$ cat src/rtl/cpu_insn_fifo_if.sv
// Fetch/decode handshake bundle for cpu_insn_fifo.
// slave is the FIFO side; master drives fetch writes and decode reads.
interface cpu_insn_fifo_if;
    logic        write_i;
    logic [31:0] data_i;
    logic        full_o;
    logic [15:0] opcode_o;
    logic [31:0] operand_o;
    logic        valid_o;
    logic        read_i;

    modport master (
        output write_i, data_i, read_i,
        input  full_o, opcode_o, operand_o, valid_o
    );

    modport slave (
        input  write_i, data_i, read_i,
        output full_o, opcode_o, operand_o, valid_o
    );
endinterface

$ cat src/rtl/cpu_insn_fifo.sv
// Instruction FIFO: 32-bit fetch words in, whole 16/48-bit instructions out.
// Optional flush_i port and logic enabled by defining CPU_IFIFO_FLUSH_EN.
module cpu_insn_fifo #(
    parameter int unsigned DEPTH = 8
) (
    input  logic           clk_i,
    input  logic           rst_i,
`ifdef CPU_IFIFO_FLUSH_EN
    input  logic           flush_i,
`endif
    cpu_insn_fifo_if.slave bus
);
    localparam int unsigned AW = $clog2(DEPTH);
    localparam int unsigned CW = AW + 1;

    logic [15:0]   mem [DEPTH];
    logic [AW-1:0] head;
    logic [AW-1:0] tail;
    logic [CW-1:0] count;
    logic [CW-1:0] count_nxt;
    logic [AW-1:0] head1;
    logic [AW-1:0] head2;
    logic [AW-1:0] pop_step;
    logic          head_long;
    logic          full;
    logic          valid;
    logic          do_write;
    logic          do_pop;

    assign head1 = head + AW'(1);
    assign head2 = head + AW'(2);

    always_comb begin
        head_long = 1'b0;
        case (mem[head][15:8])
            8'h01, 8'h03, 8'h08, 8'h09, 8'h0C, 8'h0D, 8'h1A, 8'h1B, 8'h1D,
            8'h1F, 8'h20, 8'h22, 8'h24, 8'h30, 8'h36, 8'h37, 8'h38, 8'h39:
                head_long = 1'b1;
            default:
                head_long = 1'b0;
        endcase
    end

    assign full     = (count > CW'(DEPTH - 2));
    assign valid    = head_long ? (count >= CW'(3)) : (count >= CW'(1));
    assign pop_step = head_long ? AW'(3) : AW'(1);
    assign do_pop   = valid & bus.read_i;
`ifdef CPU_IFIFO_FLUSH_EN
    assign do_write = bus.write_i & ~full & ~flush_i;
`else
    assign do_write = bus.write_i & ~full;
`endif

    always_comb begin
        count_nxt = count;
        if (do_write) count_nxt = count_nxt + CW'(2);
        if (do_pop)   count_nxt = count_nxt - (head_long ? CW'(3) : CW'(1));
    end

    always_ff @(posedge clk_i or negedge rst_i) begin
        if (!rst_i) begin
            head  <= '0;
            tail  <= '0;
            count <= '0;
        end
`ifdef CPU_IFIFO_FLUSH_EN
        else if (flush_i) begin
            head  <= '0;
            tail  <= '0;
            count <= '0;
        end
`endif
        else begin
            if (do_write) tail <= tail + AW'(2);
            if (do_pop)   head <= head + pop_step;
            count <= count_nxt;
        end
    end

    // Storage is deliberately left out of reset; only the pointers matter.
    always_ff @(posedge clk_i) begin
        if (do_write) begin
            mem[tail]          <= bus.data_i[31:16];
            mem[tail + AW'(1)] <= bus.data_i[15:0];
        end
    end

    assign bus.opcode_o  = mem[head];
    assign bus.operand_o = {mem[head1], mem[head2]};
    assign bus.valid_o   = valid;
    assign bus.full_o    = full;
endmodule

$ cat src/flat_wrapper.sv
// flat-port wrapper written by rule: the top's interface ports become plain ports
module cpu_insn_fifo_flat 
#(
    parameter int unsigned DEPTH = 8
)
  (clk_i, rst_i, bus_write_i, bus_data_i, bus_read_i, bus_full_o, bus_opcode_o, bus_operand_o, bus_valid_o);
  cpu_insn_fifo_if bus_i ();
  input  logic clk_i;
  input  logic rst_i;
  input wire logic [$bits(bus_i.write_i)-1:0] bus_write_i;
  input wire logic [$bits(bus_i.data_i)-1:0] bus_data_i;
  input wire logic [$bits(bus_i.read_i)-1:0] bus_read_i;
  output wire logic [$bits(bus_i.full_o)-1:0] bus_full_o;
  output wire logic [$bits(bus_i.opcode_o)-1:0] bus_opcode_o;
  output wire logic [$bits(bus_i.operand_o)-1:0] bus_operand_o;
  output wire logic [$bits(bus_i.valid_o)-1:0] bus_valid_o;
  assign bus_i.write_i = bus_write_i;
  assign bus_i.data_i = bus_data_i;
  assign bus_i.read_i = bus_read_i;
  assign bus_full_o = bus_i.full_o;
  assign bus_opcode_o = bus_i.opcode_o;
  assign bus_operand_o = bus_i.operand_o;
  assign bus_valid_o = bus_i.valid_o;
  cpu_insn_fifo #(.DEPTH(DEPTH)) u_core (.clk_i(clk_i), .rst_i(rst_i), .bus(bus_i));
endmodule
$ cat config.mk
export PLATFORM = sky130hd
export DESIGN_NAME = cpu_insn_fifo_flat
export DESIGN_NICKNAME = d
export VERILOG_FILES = /design/src/rtl/cpu_insn_fifo_if.sv /design/src/rtl/cpu_insn_fifo.sv /design/src/flat_wrapper.sv
export SDC_FILE = /design/constraint.sdc
export NUM_CORES = 1
export LEC_CHECK = 0
export ABC_AREA = 0
export BUFFER_PORTS_ARGS = -buffer_cell sky130_fd_sc_hd__buf_2
export CORE_ASPECT_RATIO = 1.1
export CORE_UTILIZATION = 45
export DETAILED_ROUTE_END_ITERATION = 7
export GPL_TIMING_DRIVEN = 1
export PLACE_DENSITY = 0.61
export SLEW_MARGIN = 15
export SYNTH_ARGS = -nofsm -noshare
export SYNTH_HDL_FRONTEND = slang
export SYNTH_SLANG_ARGS = --single-unit
$ cat constraint.sdc
create_clock -name clk_i -period 3.9 [get_ports clk_i]
set_input_delay 0 -clock clk_i [delete_from_list [all_inputs] [get_ports clk_i]]
set_output_delay 0 -clock clk_i [all_outputs]
set_load 0.005 [all_outputs]
Word level (Yosys, flattened, before mapping):

Memory sizes are Yosys's and may differ from the RTL's.
Index checks and enable logic that the tools add are counted.

* add/sub/neg operators: 7
* $lt $le $gt $ge: 3
* mux-type cells: 8
* bitwise gates (word level): 3
* reduce and logical (&&, ||, !) cells: 1

Operators by type and width (count)
* two-way mux 4 bit: 2
* adder 3 x 1 -> 3 bit, second input constant: 2
* adder 3 x 2 -> 3 bit, second input constant: 2
* adder 4 x 2 -> 4 bit, second input constant: 1
* >= comparator 4 x 1 -> 1 bit, second input constant: 1
* >= comparator 4 x 2 -> 1 bit, second input constant: 1
* > comparator 4 x 3 -> 1 bit, second input constant: 1
* two-way mux 1 bit: 4
* two-way mux 2 bit: 2
* subtractor 4 bit: 1
* adder 3 bit: 1
* bitwise AND 1 bit: 2
* zero test 2 bit: 1
* NOT 1 bit: 1

* register bits: 10
* bits in writable memories: 128
* memory bits (read-only): 64
* input port bits: 36
* output and inout port bits: 50
* logic and storage cells: 27
* memories kept: 2

Memories
* u_core.mem: depth 8, bits a word 16, read ports 3, clocked after memory_dff 0, wr ports 2, line cpu_insn_fifo.sv:16 `logic [15:0] mem [DEPTH];`
* (no name shown): depth 64, bits a word 1, read ports 1, clocked after memory_dff 0, wr ports 0, line cpu_insn_fifo.sv:35 `case (mem[head][15:8])`

Depth between registers and ports, before layout:

* depth in word-level cells: 6
* gate-level depth with buffers: 13
* mapped depth without buffers: 11

Least setup slack after synthesis:

OpenSTA, ideal clock, no wires.

* kind: flip-flop to flip-flop
* from: reg u_core.head[0]
* to: reg u_core.head[1]
* library setup time: 0.125 ns
* data arrival time: 3.127 ns
* data required time: 3.775 ns
* path slack: 0.648 ns
* cell stages (with the launch flop): 12
* path buffers: 3
* clock period less this slack: 3.252 ns
* cells stage by stage: dfrtp_1 buf_6 buf_6 clkbuf_1 mux2_2 mux4_2 nor2_1 o31ai_1 or2_2 inv_1 fa_1 mux2_4

* longest elaborated chain between the ends: 5
* elaborated cells between the ends (all ways): 8
* those cells by class: 1 x add/sub; 3 x mux; 1 x bitwise; 1 x reduce/logical; 2 x memory

Ends and longest elaborated chain
* start: declaration: line cpu_insn_fifo.sv:17 `logic [AW-1:0] head;`
* start signal: assignment: line cpu_insn_fifo.sv:75 `if (do_pop) head <= head + pop_step;`
* memory (8 x 16 bit) *
* named net bus_opcode_o[15]: line flat_wrapper.sv:14 `output wire logic [$bits(bus_i.opcode_o)-1:0] bus_opcode_o;`
* zero test 2 bit *: line cpu_insn_fifo.sv:35
* two-way mux 1 bit *: line cpu_insn_fifo.sv:35
* two-way mux 2 bit / two-way mux 1 bit (equally long branches): line cpu_insn_fifo.sv:46, cpu_insn_fifo.sv:45
* adder 3 bit / bitwise AND 1 bit (equally long branches): line cpu_insn_fifo.sv:75, cpu_insn_fifo.sv:47

The timed path passes the listed nets; every way through them passes the cells marked *.
A chain may end at the register's enable or synchronous reset.

Worst setup path after layout:

* from: reg u_core.head[0]
* to: reg u_core.count[3]

* longest elaborated chain between the ends: 6
* elaborated cells between the ends (all ways): 9
* those cells by class: 1 x add/sub; 4 x mux; 1 x bitwise; 1 x reduce/logical; 2 x memory

Ends and longest elaborated chain
* memory (8 x 16 bit) *
* memory (64 x 1 bit) / zero test 2 bit (equally long branches)
* two-way mux 1 bit *: line cpu_insn_fifo.sv:35
* two-way mux 2 bit / two-way mux 1 bit (equally long branches): line cpu_insn_fifo.sv:57, cpu_insn_fifo.sv:45
* subtractor 4 bit / bitwise AND 1 bit (equally long branches): line cpu_insn_fifo.sv:57, cpu_insn_fifo.sv:47
* two-way mux 4 bit *: line cpu_insn_fifo.sv:57 `if (do_pop) count_nxt = count_nxt - (head_long ? CW'(3) : CW'(1));`
* named net u_core.count_nxt[3]: line cpu_insn_fifo.sv:20 `logic [CW-1:0] count_nxt;`
* end signal: assignment: line cpu_insn_fifo.sv:76 `count <= count_nxt;`
* end: declaration: line cpu_insn_fifo.sv:19 `logic [CW-1:0] count;`

Marks and branches as above.

==> run_results.csv <==
group,metric,value,unit
power_and_ir_drop,powerDensity,872,mW/mm^2
detailed_routing,finalWirelength,15.1,mm
finish,areaGrowthSynthToFinish,22.8,%
yosys,syn-num-nets,416,
clocking,clock-sinks,137,
detailed_routing,viasPerCell,5.83,
yosys,yosys.area.top_type,"edfxtp_1",
finish,fin_util,0.574,
critical_path,crit-reg2reg-launch,"u_core.head[0]$_DFFE_PN0P_",
sta,fmax,277,MHz
sta,finalSetupViolations,0,
sta,relSlewSlack,0.359,
yosys,synth_seq_cells,137,
critical_path,start_kind,"register",
critical_path,cp-startpoint,"u_core.head[0]$_DFFE_PN0P_",
global_routing,first_global_vias,4283,
clocking,clock_path_buffers,2,
yosys,yosysWarnings,0,
sta,finalCritPeriodShare,0.927,
sta,maxSlewViolCount,0,
clocking,clkLatencyLatePin,0.42,ns
critical_path,cp-end-kind,"register",
status,status,"completed",
critical_path,endpoint,"u_core.count[3]$_DFF_PN0_",
worst_hold_path,hold_path_class,"primary input to register",
detailed_routing,dr.pass1.iters,4,
sta,tightestPinTransition,0.961,ns
yosys,synthCells,371,
clocking,cts_max_level,4,
power_and_ir_drop,total_leakage_power,0.00306,uW
clocking,post_cts_resized,0,
yosys,synth.top_cell.area_share,0.540,
yosys,synth_cell_types,36,
critical_path,criticalPathCategory,"register to register",
placed_design,placed_cell_area,0.00782,mm^2
critical_path,cp_data_arrival_time,3.95,ns
detailed_routing,drt-initial-drc-count,230,
detailed_routing,drc_errors,0,
global_routing,grt_pass1_wl,23.5,mm
clocking,clk_pin_slew_worst_paths,0.06,ns
clocking,cts_tree,"done",
yosys,netlist_area,0.00712,mm^2
floorplanning,coreArea,0.0152,mm^2
critical_path,worstRegToRegCells,10,
worst_hold_path,hp-start,"bus_read_i",
placed_design,dp_hpwl,10.1,mm
finish,num_antenna_cells,0,
floorplanning,pin_count,86,
finish,layout.nets,543,
sta,finClkSkew,0.0109,ns
detailed_routing,vias,4124,
detailed_routing,met2_length,7.74,mm
placed_design,io_buffers,85,
clocking,cts_setup_buffers,0,
sta,rsz0062_at_grt,"false",
floorplanning,die_h,134,um
clocking,cts_hold_buf,34,
placed_design,routabilityCongestion,0.784,
floorplanning,initial_utilization,0.467,
global_routing,grt-ovfl-total,0,
detailed_routing,antenna_left,0,
finish,drive_gt1_frac,0.558,
floorplanning,num_rows,47,
yosys,yosysSeqAreaShare,0.572,
sta,setup_tns,0,ns
detailed_routing,routedWlPerCell,21.4,um
global_routing,grt_max_degree,33,
power_and_ir_drop,vdd_drop_max,0.601,mV
sta,hold_viol,0,
floorplanning,die_w,122,um
detailed_routing,highest_layer,"met4",
sta,period_minus_slack,3.62,ns
yosys,synth_area_leaders,"edfxtp_1 54%, mux4_2 22%, mux2_2 11%, dfrtp_1 3.2%, ha_1 1.2%",
critical_path,r2r_slack,0.28,ns
finish,fin_area,0.00874,mm^2
critical_path,critPathMaxFanout,31,
critical_path,worst_ep_required_time,4.23,ns
global_routing,antenna_found_initial,0,
clocking,cts_buffers,17,
floorplanning,die_area,0.0163,mm^2
job,max_cap_viol_count,0,
detailed_routing,met3_wirelength,857,um
clocking,cts_root_buf,"clkbuf_16",
global_routing,grt_use_total,0.199,
critical_path,r2r_end,"u_core.count[3]$_DFF_PN0_",
yosys,syn_avg_cell_area,19.2,um^2
detailed_routing,wl_met1,6.30,mm
area by class of cell:
type | instances | area, um^2
clock buffers | 17 | 425
clock inverters | 15 | 159
fillers | 1176 | 6490
inverters | 9 | 33.8
multi-input cells | 200 | 2920
flip-flops and latches | 137 | 4080
well taps | 196 | 245
repair buffers | 133 | 883
power breakdown:
group	internal, uW	total [uW]	switching [uW]
Combinational	2230	3990	1760
Sequential	1860	2060	200
Clock	990	1570	581
Total	5080	7620	2540
synth_stat cells:
master     instances
a2111oi_4          1
a211oi_2           1
a21boi_0           2
a21boi_1           1
a21oi_1            4
a31oi_1            1
and2_0             1
and3_1             4
buf_1              7
buf_2              2
buf_6              2
clkbuf_1          14
dfrtp_1            9
edfxtp_1         128
fa_1               2
ha_1               7
inv_1              9
mux2_2            72
mux2_4             3
mux2i_1            2
mux4_2            70
nand2_1            2
nand3_1            1
nand3b_1           2
nor2_1             3
nor2_2             1
nor3_1             3
o21ai_0            1
o21bai_1           1
o221a_4            1
o31ai_1            2
or2_1              1
or2_2              2
or3_1              1
xnor2_1            5
xor2_1             3
worst min-delay path by stage:
stage                                   to  slack [ns]  cells after the start
3_5_place_dp     u_core.count[3]$_DFF_PN0_       -0.13                      1
3_3_place_gp     u_core.count[3]$_DFF_PN0_       -0.13                      1
4_1_cts          u_core.count[2]$_DFF_PN0_        0.05                      4
5_1_grt          u_core.count[2]$_DFF_PN0_        0.11                      4
2_1_floorplan  u_core.count[0]$_DFFE_PN0P_       -0.30                      0
6_report         u_core.count[2]$_DFF_PN0_        0.07                      4
cell usage in the layout, fill, tap and decap left out, drive strengths merged, types with 2 or more instances in the layout:
cell         count
o31ai            2
clkinvlp         5
buf             99
or2              3
a21oi            4
nor2             4
ha               7
dfrtp            9
mux2            75
inv              9
bufinv           3
xnor2            5
clkinv           7
fa               2
a21boi           3
mux4            70
and3             4
nor3             3
dlygate4sd3     34
xor2             3
mux2i            2
edfxtp         128
nand2            2
clkbuf          17
nand3b           2
worst max-delay path, cell delays in order (launching register included):
cell,delay [ns]
dfrtp_4,0.67
buf_4,0.44
mux2_2,0.39
mux4_2,0.52
o31ai_1,0.45
or2_2,0.23
ha_1,0.23
a21oi_1,0.16
nand2_1,0.07
nor3_1,0.22
xnor2_1,0.15
state kept, by name, indices dropped and copies added, names as in the netlist:
signal        flops
u_core.count      4
u_core.head       3
u_core.mem      128
u_core.tail       2
per-stage QoR:
step	power (uW)	cells	hold slack (ns)	setup WS (ns)
after global placement	6020	641	-0.131	0.328
after floorplan	4820	371	-0.296	0.648
after global routing	8070	707	0.107	0.0756
final	7620	707	0.0687	0.283
after detailed placement	6090	641	-0.131	0.308
after CTS	7710	707	0.0477	0.295
kinds of logic after synthesis:
family          Yosys count  synth area share
compound gates           15            0.0192
buf+inv                  34            0.0204
mux                     147             0.345
simple gates             21            0.0163
xor+xnor                  8           0.00985
flops                   137             0.572
fa+ha+maj                 9            0.0179
routing by layer:
layer / GRT usage / vias to the layer above
li1: - / 1814
met1: 0.252 / 2149
met2: 0.326 / 138
met3: 0.0489 / 23
met4: 0.0816 / 0
met5: 0 / -
(Power assumes the default switching activity.)
